### config.mk
export PLATFORM = sky130hd
export DESIGN_NAME = conv_controller
export DESIGN_NICKNAME = d
export VERILOG_FILES = /design/src/rtl/conv_pkg.sv /design/src/rtl/conv_controller.sv
export SDC_FILE = /design/constraint.sdc
export NUM_CORES = 1
export LEC_CHECK = 0
export CELL_PAD_IN_SITES_DETAIL_PLACEMENT = 1
export CELL_PAD_IN_SITES_GLOBAL_PLACEMENT = 1
export CORE_MARGIN = 1.5
export CORE_UTILIZATION = 39
export DETAILED_ROUTE_END_ITERATION = 10
export PLACE_DENSITY = 0.83
export SLEW_MARGIN = 20
export SYNTH_ARGS = -nofsm -noshare
export SYNTH_HDL_FRONTEND = slang
export SYNTH_SLANG_ARGS = --single-unit
### constraint.sdc
create_clock -name clk -period 3 [get_ports clk]
set_clock_uncertainty 0.15 [all_clocks]
set_input_delay 0.9 -clock clk [delete_from_list [all_inputs] [get_ports clk]]
set_output_delay 0.9 -clock clk [all_outputs]
set_load 0.005 [all_outputs]
### src/rtl/conv_pkg.sv
`default_nettype none
// +----------------------------------------------------------------------+
// | conv_pkg                                                             |
// | Shared state, control-word types and decode for conv_controller.     |
// | Revision: 1.0                                                        |
// +----------------------------------------------------------------------+
package conv_pkg;

    localparam int NUM_COEFF   = 3;
    localparam int COEFF_SEL_W = $clog2(NUM_COEFF);

    typedef enum logic [3:0] {
        IDLE      = 4'd0,
        LOAD_C0   = 4'd1,
        LOAD_C1   = 4'd2,
        LOAD_C2   = 4'd3,
        LOAD_S0   = 4'd4,
        WAIT_S1   = 4'd5,
        LOAD_S1   = 4'd6,
        WAIT_S2   = 4'd7,
        LOAD_S2   = 4'd8,
        CONV0     = 4'd9,
        CONV1     = 4'd10,
        CONV2     = 4'd11,
        CONV_WAIT = 4'd12,
        LOAD_SN   = 4'd13
    } conv_state_t;

    typedef struct packed {
        logic                   modwait;
        logic                   sample_stream;
        logic                   sample_shift;
        logic                   convolve_en;
        logic                   coeff_ld;
        logic [COEFF_SEL_W-1:0] coeff_sel;
    } conv_ctrl_t;

    // Control word that is presented while the FSM sits in a given state.
    function automatic conv_ctrl_t decode_ctrl(input conv_state_t state);
        conv_ctrl_t ctrl;
        ctrl = '0;
        case (state)
            LOAD_C0: begin ctrl.modwait = 1'b1; ctrl.coeff_ld = 1'b1; ctrl.coeff_sel = COEFF_SEL_W'(0); end
            LOAD_C1: begin ctrl.modwait = 1'b1; ctrl.coeff_ld = 1'b1; ctrl.coeff_sel = COEFF_SEL_W'(1); end
            LOAD_C2: begin ctrl.modwait = 1'b1; ctrl.coeff_ld = 1'b1; ctrl.coeff_sel = COEFF_SEL_W'(2); end
            LOAD_S0, LOAD_S1, LOAD_S2, LOAD_SN: begin
                ctrl.modwait      = 1'b1;
                ctrl.sample_shift = 1'b1;
            end
            CONV0: begin ctrl.convolve_en = 1'b1; ctrl.sample_stream = 1'b1; ctrl.coeff_sel = COEFF_SEL_W'(0); end
            CONV1: begin ctrl.convolve_en = 1'b1; ctrl.sample_stream = 1'b1; ctrl.coeff_sel = COEFF_SEL_W'(1); end
            CONV2: begin ctrl.convolve_en = 1'b1; ctrl.sample_stream = 1'b1; ctrl.coeff_sel = COEFF_SEL_W'(2); end
            default: ctrl = '0;
        endcase
        return ctrl;
    endfunction

endpackage
`default_nettype wire

### src/rtl/conv_controller.sv
`default_nettype none
// +----------------------------------------------------------------------+
// | conv_controller                                                      |
// | Moore FSM sequencing coefficient loads, sample loads and convolution.|
// | Revision: 1.0                                                        |
// +----------------------------------------------------------------------+
module conv_controller
    import conv_pkg::*;
(
    input  logic       clk,
    input  logic       rst,
    input  logic       sample_load_en,
    input  logic       new_row,
    input  logic       coeff_load_en,
    output logic       modwait,
    output logic       sample_stream,
    output logic       sample_shift,
    output logic       convolve_en,
    output logic       coeff_ld,
    output logic [1:0] coeff_sel
);

    conv_state_t r_state;
    conv_state_t w_next;
    conv_ctrl_t  r_ctrl;

    always_comb begin
        w_next = r_state;
        case (r_state)
            IDLE: begin
                if (coeff_load_en)       w_next = LOAD_C0;
                else if (sample_load_en) w_next = LOAD_S0;
            end
            LOAD_C0: w_next = LOAD_C1;
            LOAD_C1: w_next = LOAD_C2;
            LOAD_C2: w_next = IDLE;
            LOAD_S0: w_next = WAIT_S1;
            WAIT_S1: begin
                if (new_row)             w_next = IDLE;
                else if (sample_load_en) w_next = LOAD_S1;
            end
            LOAD_S1: w_next = WAIT_S2;
            WAIT_S2: begin
                if (new_row)             w_next = IDLE;
                else if (sample_load_en) w_next = LOAD_S2;
            end
            LOAD_S2: w_next = CONV0;
            CONV0:   w_next = CONV1;
            CONV1:   w_next = CONV2;
            CONV2:   w_next = CONV_WAIT;
            // A coefficient reload here drops the window, so the row restarts from IDLE.
            CONV_WAIT: begin
                if (new_row)             w_next = IDLE;
                else if (coeff_load_en)  w_next = LOAD_C0;
                else if (sample_load_en) w_next = LOAD_SN;
            end
            LOAD_SN: w_next = CONV0;
            default: w_next = IDLE;
        endcase
    end

    // Outputs are registered from the next state so they change with the state itself.
    always_ff @(posedge clk or posedge rst) begin
        if (rst) begin
            r_state <= IDLE;
            r_ctrl  <= '0;
        end else begin
            r_state <= w_next;
            r_ctrl  <= decode_ctrl(w_next);
        end
    end

    assign modwait       = r_ctrl.modwait;
    assign sample_stream = r_ctrl.sample_stream;
    assign sample_shift  = r_ctrl.sample_shift;
    assign convolve_en   = r_ctrl.convolve_en;
    assign coeff_ld      = r_ctrl.coeff_ld;
    assign coeff_sel     = r_ctrl.coeff_sel;

endmodule
`default_nettype wire

==> results of run 1 <==
[final cells by class]
cell class | count | area, um^2 | share of cell area (%)
Clock buffer | 4 | 36.3 | 4.84
Inverter | 5 | 18.8 | 2.50
Multi-Input combinational cell | 39 | 285 | 38.1
Sequential cell | 10 | 250 | 33.4
Tap cell | 15 | 18.8 | 2.50
Timing Repair Buffer | 15 | 140 | 18.7
[path summary, 6_finish.rpt]
check	start	end	slack (ns)	cells after the start
worst max-delay path	sample_load_en	modwait$_DFF_PP0_	0.29	7
worst min register to register	r_state[2]$_DFF_PP0_	coeff_sel[1]$_DFF_PP0_	0.50	1
worst min-delay path	r_state[2]$_DFF_PP0_	coeff_sel[1]$_DFF_PP0_	0.50	1
min in group asynchronous	rst	r_state[2]$_DFF_PP0_	0.78	2
max in group asynchronous	rst	r_state[0]$_DFF_PP0_	1.64	2
worst max register to register	r_state[2]$_DFF_PP0_	modwait$_DFF_PP0_	0.90	5
[sequential cells by signal (all words and copies together), names as in the netlist]
| register | count |
|---|---|
| convolve_en | 1 |
| coeff_sel | 2 |
| sample_shift | 1 |
| modwait | 1 |
| r_state | 4 |
| coeff_ld | 1 |
[power by group through the flow]
stage / sequential (mW) / clock [mW] / combinational [mW]
6_report: 0.265 / 0.120 / 0.481
2_1_floorplan: 0.246 / 0 / 0.328
4_1_cts: 0.265 / 0.124 / 0.486
3_5_place_dp: 0.267 / 0 / 0.484
5_1_grt: 0.274 / 0.127 / 0.534
3_3_place_gp: 0.264 / 0 / 0.467
[routing by layer]
layer  part of all wire (%)  up-vias  wire length [um]
li1                       -      232                 -
met1                     42      239               571
met2                     54        6               733
met3                    3.2        2                44
met4                   0.66        0                 9
met5                      0        -                 0
[cells in the mapped netlist (all sizes together)]
master | number | area share [%]
dfrtp | 10 | 44
nor2 | 6 | 3.9
inv | 5 | 3.3
nand2 | 4 | 2.6
nand2b | 3 | 3.3
nor3 | 3 | 3.5
o21ai | 3 | 2.6
a21o | 2 | 2.6
a21oi | 2 | 1.7
buf | 2 | 3.3
a2111oi | 1 | 2.6
a221oi | 1 | 2.6
a2bb2oi | 1 | 2.6
and2 | 1 | 1.1
and3b | 1 | 1.5
mux2 | 1 | 2.0
nor2b | 1 | 1.1
o211a | 1 | 1.7
o211ai | 1 | 1.3
o21bai | 1 | 1.3
o311ai | 1 | 1.5
o32ai | 1 | 1.5
o41ai | 1 | 4.8
or2 | 1 | 1.1
or3 | 1 | 1.1
xnor2 | 1 | 1.5
[cells by family after synthesis]
family,Yosys count
buffers and inverters,7
flip-flops,10
AND/OR/NAND/NOR,21
AO/OA/AOI/OAI,16
XOR/XNOR,1
multiplexers,1
[metrics by stage]
| step | utilization (%) | setup TNS (ns) | cells | cell area (um^2) | total power [mW] |
|---|---|---|---|---|---|
| finish | 56.2 | 0 | 88 | 749 | 0.867 |
| CTS | 56.2 | 0 | 88 | 749 | 0.875 |
| global placement | 53.5 | 0 | 84 | 713 | 0.731 |
| detailed placement | 53.5 | -0.0175 | 84 | 713 | 0.751 |
| floorplan | - | 0 | 56 | 573 | 0.575 |
| global route | 56.2 | 0 | 88 | 749 | 0.935 |
==> out/results.ini, run 1 <==
[power_and_ir_drop]
p_comb_share_pct=55.5
switchingPower_uw=342
seqPwrFrac_pct=30.6
switching_share_pct=39.5
p_leak_nw=0.335
ir_worst_vdd_uv=595
powerDensity_mw_per_mm2=1160
intPower_uw=524
p_clk_share_pct=13.9

[grt]
grt_use_met2_pct=35.5
grt_pass1_vias=473
grt_usage_pct=19.9
grt_max_degree=11
grt_pass1_wl_um=2130
grt.busiest_layer=met2
grt_use_met1_pct=22.3
antenna_found_initial=0
grt_remaining_overflow=0
grt_use_met3_pct=7.45

[cells_and_area]
final_cell_mix=clkdlybuf4s50_1, dfrtp_1, nor2_1
nets=79
final_common_cell=clkdlybuf4s50_1
drive_above_1_share_pct=20.5
area_growth_pct=30.8
fillers=166
diodes=0

[clock_tree]
numCtsBuffers=3
cts_setup_buffers=0
root_buffer=clkbuf_4
cts_tree=built
insertion_delay_ns=0.26
hold_buffers=0
clk_pin_slew_worst_paths_ns=0.07
cts_buffer_depth=2
htree_levels=1
cts.sinks=10
cts.repair.resized=0

[routing]
first_pass_iters=2
drt-vias-per-instance=5.44
routed-via-count=479
wl_per_cell_um=15.4
ant_nets=0
remaining_drc_errors=0
drt_wl_total_um=1360
drtIter0Drc=9

[critical_path]
cp-end-kind=flop
slowest_stage=clkdlybuf4s50_1
path_cells=clkdlybuf4s50_1 -> inv_2 -> or3_1 -> a2111oi_2 -> nor3_2 -> buf_4 -> a221oi_2
criticalPathCategory=in -> reg
arrival_ns=2.73
crit_path_start_kind=primary input
crit_path_max_fanout=5
crit_buf_inv=3
required_ns=3.02
slowest_delay_ns=0.50
path_delay_family=buffers and inverters

[worst_hold_path]
hp-class=reg -> reg

[synthesis]
netlist_area_um2=573
yosys.area_share.simple_pct=19.2
synth_sequential_area_ratio_pct=43.7
ys_ff_latch=10
synth_area_per_cell_um2=10.2
synth_top_family_by_area=compound AO/OA/AOI/OAI gates
yosys.area_share.adder_pct=0
syn_nets=61
yosysWarnings=0
synth_compound_area_share_pct=27.1
syn_inst=56
synth_cell_types=29
synthMuxAreaShare_pct=1.97
yosys.area_share.xor_xnor_pct=1.53

[timing]
whs_ns=0.505
clock.fmax_mhz=369
finalSetupViolations=0
hold_viol=0
relSlewSlack_pct=73.5
finalCriticalPeriod_ns=2.71
slew_viol_final=0
layout_setup_ws_ns=0.294
rsz0062_at_grt=no
period_share_pct=90.2
worstMarginPinSlew_ns=0.396

[die]
core-area_mm2=0.00133
start_util_pct=43.0
die_x_um=41.3
die-area_mm2=0.00171
num_rows=13
die_h_um=41.3
io_pins=12

[placed_design]
pre_cts_ws_ns=-0.0175
globalplace.congestion=0.658
portBuffers=11
hpwl_um=1070

[flow_run]
maxCapViolations=0

[run_status]
status=completed

(Power assumes the default switching activity.)
==> run 2: changes to the inputs <==
--- a/config.mk
+++ b/config.mk
@@ -8,10 +8,12 @@
 export CELL_PAD_IN_SITES_DETAIL_PLACEMENT = 1
 export CELL_PAD_IN_SITES_GLOBAL_PLACEMENT = 1
 export CORE_MARGIN = 1.5
-export CORE_UTILIZATION = 39
+export CORE_UTILIZATION = 42
+export CTS_BUF_LIST = sky130_fd_sc_hd__clkbuf_8
 export DETAILED_ROUTE_END_ITERATION = 10
-export PLACE_DENSITY = 0.83
+export PLACE_DENSITY = 0.88
 export SLEW_MARGIN = 20
 export SYNTH_ARGS = -nofsm -noshare
 export SYNTH_HDL_FRONTEND = slang
 export SYNTH_SLANG_ARGS = --single-unit
+export TNS_END_PERCENT = 20
==> out/results.ini, run 2 (same netlist as run 1, synthesis figures left out) <==
[run_status]
status=completed

[die]
die_x_um=39.9
die_h_um=39.9
start_util_pct=44.6
io_pins=12
die-area_mm2=0.00159
num_rows=13
core-area_mm2=0.00128

[clock_tree]
cts.sinks=10
cts_buffer_depth=2
cts_setup_buffers=0
htree_levels=1
cts_tree=built
root_buffer=clkbuf_8
clk_pin_slew_worst_paths_ns=0.05
numCtsBuffers=3
hold_buffers=0
cts.repair.resized=0
insertion_delay_ns=0.23

[critical_path]
slowest_delay_ns=0.50
crit_buf_inv=2
crit_path_max_fanout=6
slowest_stage=clkdlybuf4s50_1
path_delay_family=compound AO/OA/AOI/OAI gates
path_cells=clkdlybuf4s50_1 -> inv_2 -> or3_1 -> a2111oi_2 -> nor3_2 -> xnor2_1 -> o32ai_1
criticalPathCategory=in -> reg
cp-end-kind=flop
arrival_ns=2.79
crit_path_start_kind=primary input
required_ns=2.97

[routing]
remaining_drc_errors=0
ant_nets=0
wl_per_cell_um=15.4
first_pass_iters=2
top_layer=met3
drt_wl_total_um=1330
drt-vias-per-instance=5.38
drtIter0Drc=6
wl_met1_um=583
dr_wl_met2_um=714
routed-via-count=463
wl_met3_um=28

[power_and_ir_drop]
p_comb_share_pct=51.6
intPower_uw=547
powerDensity_mw_per_mm2=1180
switchingPower_uw=342
seqPwrFrac_pct=29.7
ir_worst_vdd_uv=601
finalPower_uw=889
p_clk_share_pct=18.8
p_leak_nw=0.334
switching_share_pct=38.5

[timing]
finalSetupViolations=0
clock.fmax_mhz=354
period_share_pct=94.0
slew_viol_final=0
rsz0062_at_grt=no
worstMarginPinSlew_ns=0.437
setup-tns-final_ns=0
relSlewSlack_pct=70.8
hold_viol=0
finalCriticalPeriod_ns=2.82

[cells_and_area]
largest_register_ffs=4
fillers=148
nets=77
largest-register=r_state
diodes=0
final_cell_mix=clkdlybuf4s50_1, dfrtp_1, nor2_1
final_common_cell=clkdlybuf4s50_1
final_area_um2=753
stdcell_count=86
area_growth_pct=31.4
drive_above_1_share_pct=18.3

[worst_hold_path]
hp-class=reg -> reg

[placed_design]
portBuffers=11
dp_cells=82
hpwl_um=1020
globalplace.congestion=0.732
dpl-instance-area_um2=698

[grt]
antenna_found_initial=0
grt_usage_pct=20.2
grt_pass1_vias=483
grt_remaining_overflow=0
grt_pass1_wl_um=2090
grt_max_degree=11

[flow_run]
maxCapViolations=0

[run 2: changes by cell type in the layout (fill, tap and decap cells not counted), sizes merged]
| cell | before | now |
|---|---|---|
| buf | 4 | 2 |
[run 2: power by group through the flow]
stage / Sequential, mW / Clock, mW / Combinational (mW)
after global routing: 0.273 / 0.176 / 0.506
final: 0.264 / 0.167 / 0.458
after floorplan: 0.246 / 0 / 0.328
after global placement: 0.262 / 0 / 0.440
after CTS: 0.265 / 0.171 / 0.465
after detailed placement: 0.268 / 0 / 0.462
[run 2: layout make-up]
class	count	area [um^2]	share of cell area, %
inverters	5	18.8	2.49
well taps	15	18.8	2.49
repair buffers	13	125	16.6
clock buffers	4	55.1	7.31
multi-input cells	39	285	37.9
flip-flops and latches	10	250	33.2
[run 2: routing by layer]
metal | GRT usage [%] | vias up
met5 | 0 | -
met4 | 5.17 | 0
met3 | 5.00 | 0
met2 | 36.7 | 6
met1 | 23.3 | 229
li1 | - | 228
[run 2: final timing paths]
| check | startpoint | end | slack, ns | cells after the start |
|---|---|---|---|---|
| hold / removal | r_state[2]$_DFF_PP0_ | coeff_sel[1]$_DFF_PP0_ | 0.51 | 1 |
| setup reg to reg | r_state[2]$_DFF_PP0_ | sample_shift$_DFF_PP0_ | 0.81 | 5 |
| setup / recovery | sample_load_en | sample_shift$_DFF_PP0_ | 0.18 | 7 |
| max in group asynchronous | rst | r_state[0]$_DFF_PP0_ | 1.63 | 2 |
| hold reg to reg | r_state[2]$_DFF_PP0_ | coeff_sel[1]$_DFF_PP0_ | 0.51 | 1 |
| min in group asynchronous | rst | coeff_sel[0]$_DFF_PP0_ | 0.80 | 2 |
[run 2: metrics by stage]
stage	setup WS, ns	utilization [%]	hold slack, ns
finish	0.179	58.6	0.513
floorplan	0.666	-	0.373
global placement	0.0324	54.3	0.491
detailed placement	-0.114	54.3	0.510
global route	0.0875	58.6	0.575
CTS	0.124	58.6	0.517
==> run 3: changes to the inputs <==
--- a/config.mk
+++ b/config.mk
@@ -12,6 +12,7 @@
 export CTS_BUF_LIST = sky130_fd_sc_hd__clkbuf_8
 export DETAILED_ROUTE_END_ITERATION = 10
 export PLACE_DENSITY = 0.88
+export SETUP_SLACK_MARGIN = 0.15
 export SLEW_MARGIN = 20
 export SYNTH_ARGS = -nofsm -noshare
 export SYNTH_HDL_FRONTEND = slang
==> out/results.ini, run 3 (same netlist as run 1, synthesis figures left out) <==
[flow_run]
maxCapViolations=0

[timing]
setup-tns-final_ns=0
relSlewSlack_pct=67.5
finalCriticalPeriod_ns=2.76
period_share_pct=92.0
finalSetupViolations=0
slew_viol_final=0
clock.fmax_mhz=362
layout_setup_ws_ns=0.239
hold_viol=0
worstMarginPinSlew_ns=0.484
rsz0062_at_grt=no

[placed_design]
portBuffers=11
globalplace.congestion=0.732
hpwl_um=1020
dpl-instance-area_um2=698
pre_cts_ws_ns=-0.114

[cells_and_area]
area_growth_pct=34.9
ff_latch_area_um2=250
largest-register=r_state
final_common_cell=clkdlybuf4s50_1
nets=77
drive_above_1_share_pct=19.7
diodes=0
final_area_um2=773
multi_input_area_um2=305
final_util_pct=60.2
largest_register_ffs=4
fillers=146
final_cell_mix=clkdlybuf4s50_1, dfrtp_1, nor2_1

[critical_path]
required_ns=2.98
crit_path_max_fanout=6
crit_path_start_kind=primary input
cp-end-kind=flop
arrival_ns=2.74
criticalPathCategory=in -> reg

[clock_tree]
htree_levels=1
insertion_delay_ns=0.23
cts_buffer_depth=2
numCtsBuffers=3
cts.sinks=10
clk_pin_slew_worst_paths_ns=0.05
root_buffer=clkbuf_8
cts_tree=built

[routing]
routed-via-count=468
ant_nets=0
drt-vias-per-instance=5.44
wl_per_cell_um=16.0
remaining_drc_errors=0
drtIter0Drc=4
first_pass_iters=4
drt_wl_total_um=1370

[die]
start_util_pct=44.6
die_h_um=39.9
num_rows=13
core-area_mm2=0.00128
io_pins=12
die_x_um=39.9
die-area_mm2=0.00159

[grt]
grt_remaining_overflow=0
antenna_found_initial=0
grt_usage_pct=20.6
grt_pass1_vias=477
grt_max_degree=11
grt_pass1_wl_um=2100

[power_and_ir_drop]
p_leak_nw=0.336
ir_worst_vdd_uv=617
finalPower_uw=922
powerDensity_mw_per_mm2=1190

[run_status]
status=completed

[worst_hold_path]
hp-class=reg -> reg

[run 3: cell types whose count changed in the layout (fill, tap and decap cells not counted)]
cell,delta
a2111oi_2,-1
o32ai_1,-1
o32ai_2,+1
a2111oi_4,+1
[run 3: repair_timing]
action | in CTS | in global routing
endpoints found under the setup margin | 1 | 1
hold buffers | 0 | 0
cloned | 0 | 0
buffers inserted | 0 | 0
resized for setup | 1 | 1
endpoints found under the hold margin | 0 | 0
[run 3: area by class of cell]
class / count / share of cell area [%]
timing repair buffer: 13 / 16.2
clock buffer: 4 / 7.12
inverter: 5 / 2.43
multi-input combinational: 39 / 39.5
sequential: 10 / 32.4
tap: 15 / 2.43
[run 3: per-layer routing]
| metal | vias up | global-route usage, % | part of all wire [%] |
|---|---|---|---|
| li1 | 227 | - | - |
| met3 | 0 | 5.00 | 2.1 |
| met1 | 235 | 23.3 | 43 |
| met2 | 6 | 37.9 | 55 |
| met5 | - | 0 | 0 |
| met4 | 0 | 5.17 | 0 |
[run 3: where the power goes]
group | switching, mW | leakage [nW] | internal (mW) | total [mW]
logic | 0.242 | 0.183 | 0.244 | 0.486
registers | 0.0692 | 0.125 | 0.199 | 0.268
clock network | 0.0524 | 0.0288 | 0.115 | 0.168
[run 3: stage by stage]
step           instances  hold WS (ns)
6_report              86         0.516
2_1_floorplan         56         0.373
3_5_place_dp          82         0.510
5_1_grt               86         0.575
3_3_place_gp          82         0.491
4_1_cts               86         0.517
[run 3: worst paths after layout]
check                                      from                     end  slack [ns]  cells past startpoint
min in group asynchronous                   rst  coeff_sel[0]$_DFF_PP0_        0.80                      2
hold / removal             r_state[2]$_DFF_PP0_  coeff_sel[1]$_DFF_PP0_        0.52                      1
max in group asynchronous                   rst    r_state[2]$_DFF_PP0_        1.63                      2
hold reg to reg            r_state[2]$_DFF_PP0_  coeff_sel[1]$_DFF_PP0_        0.52                      1
setup reg to reg           r_state[2]$_DFF_PP0_  sample_shift$_DFF_PP0_        0.87                      5
setup / recovery                 sample_load_en  sample_shift$_DFF_PP0_        0.24                      7
[run 3: worst max-delay path: stages]
cell	delay (ns)
clkdlybuf4s50_1	0.50
inv_2	0.05
or3_1	0.35
a2111oi_4	0.39
nor3_2	0.14
xnor2_1	0.17
o32ai_2	0.24
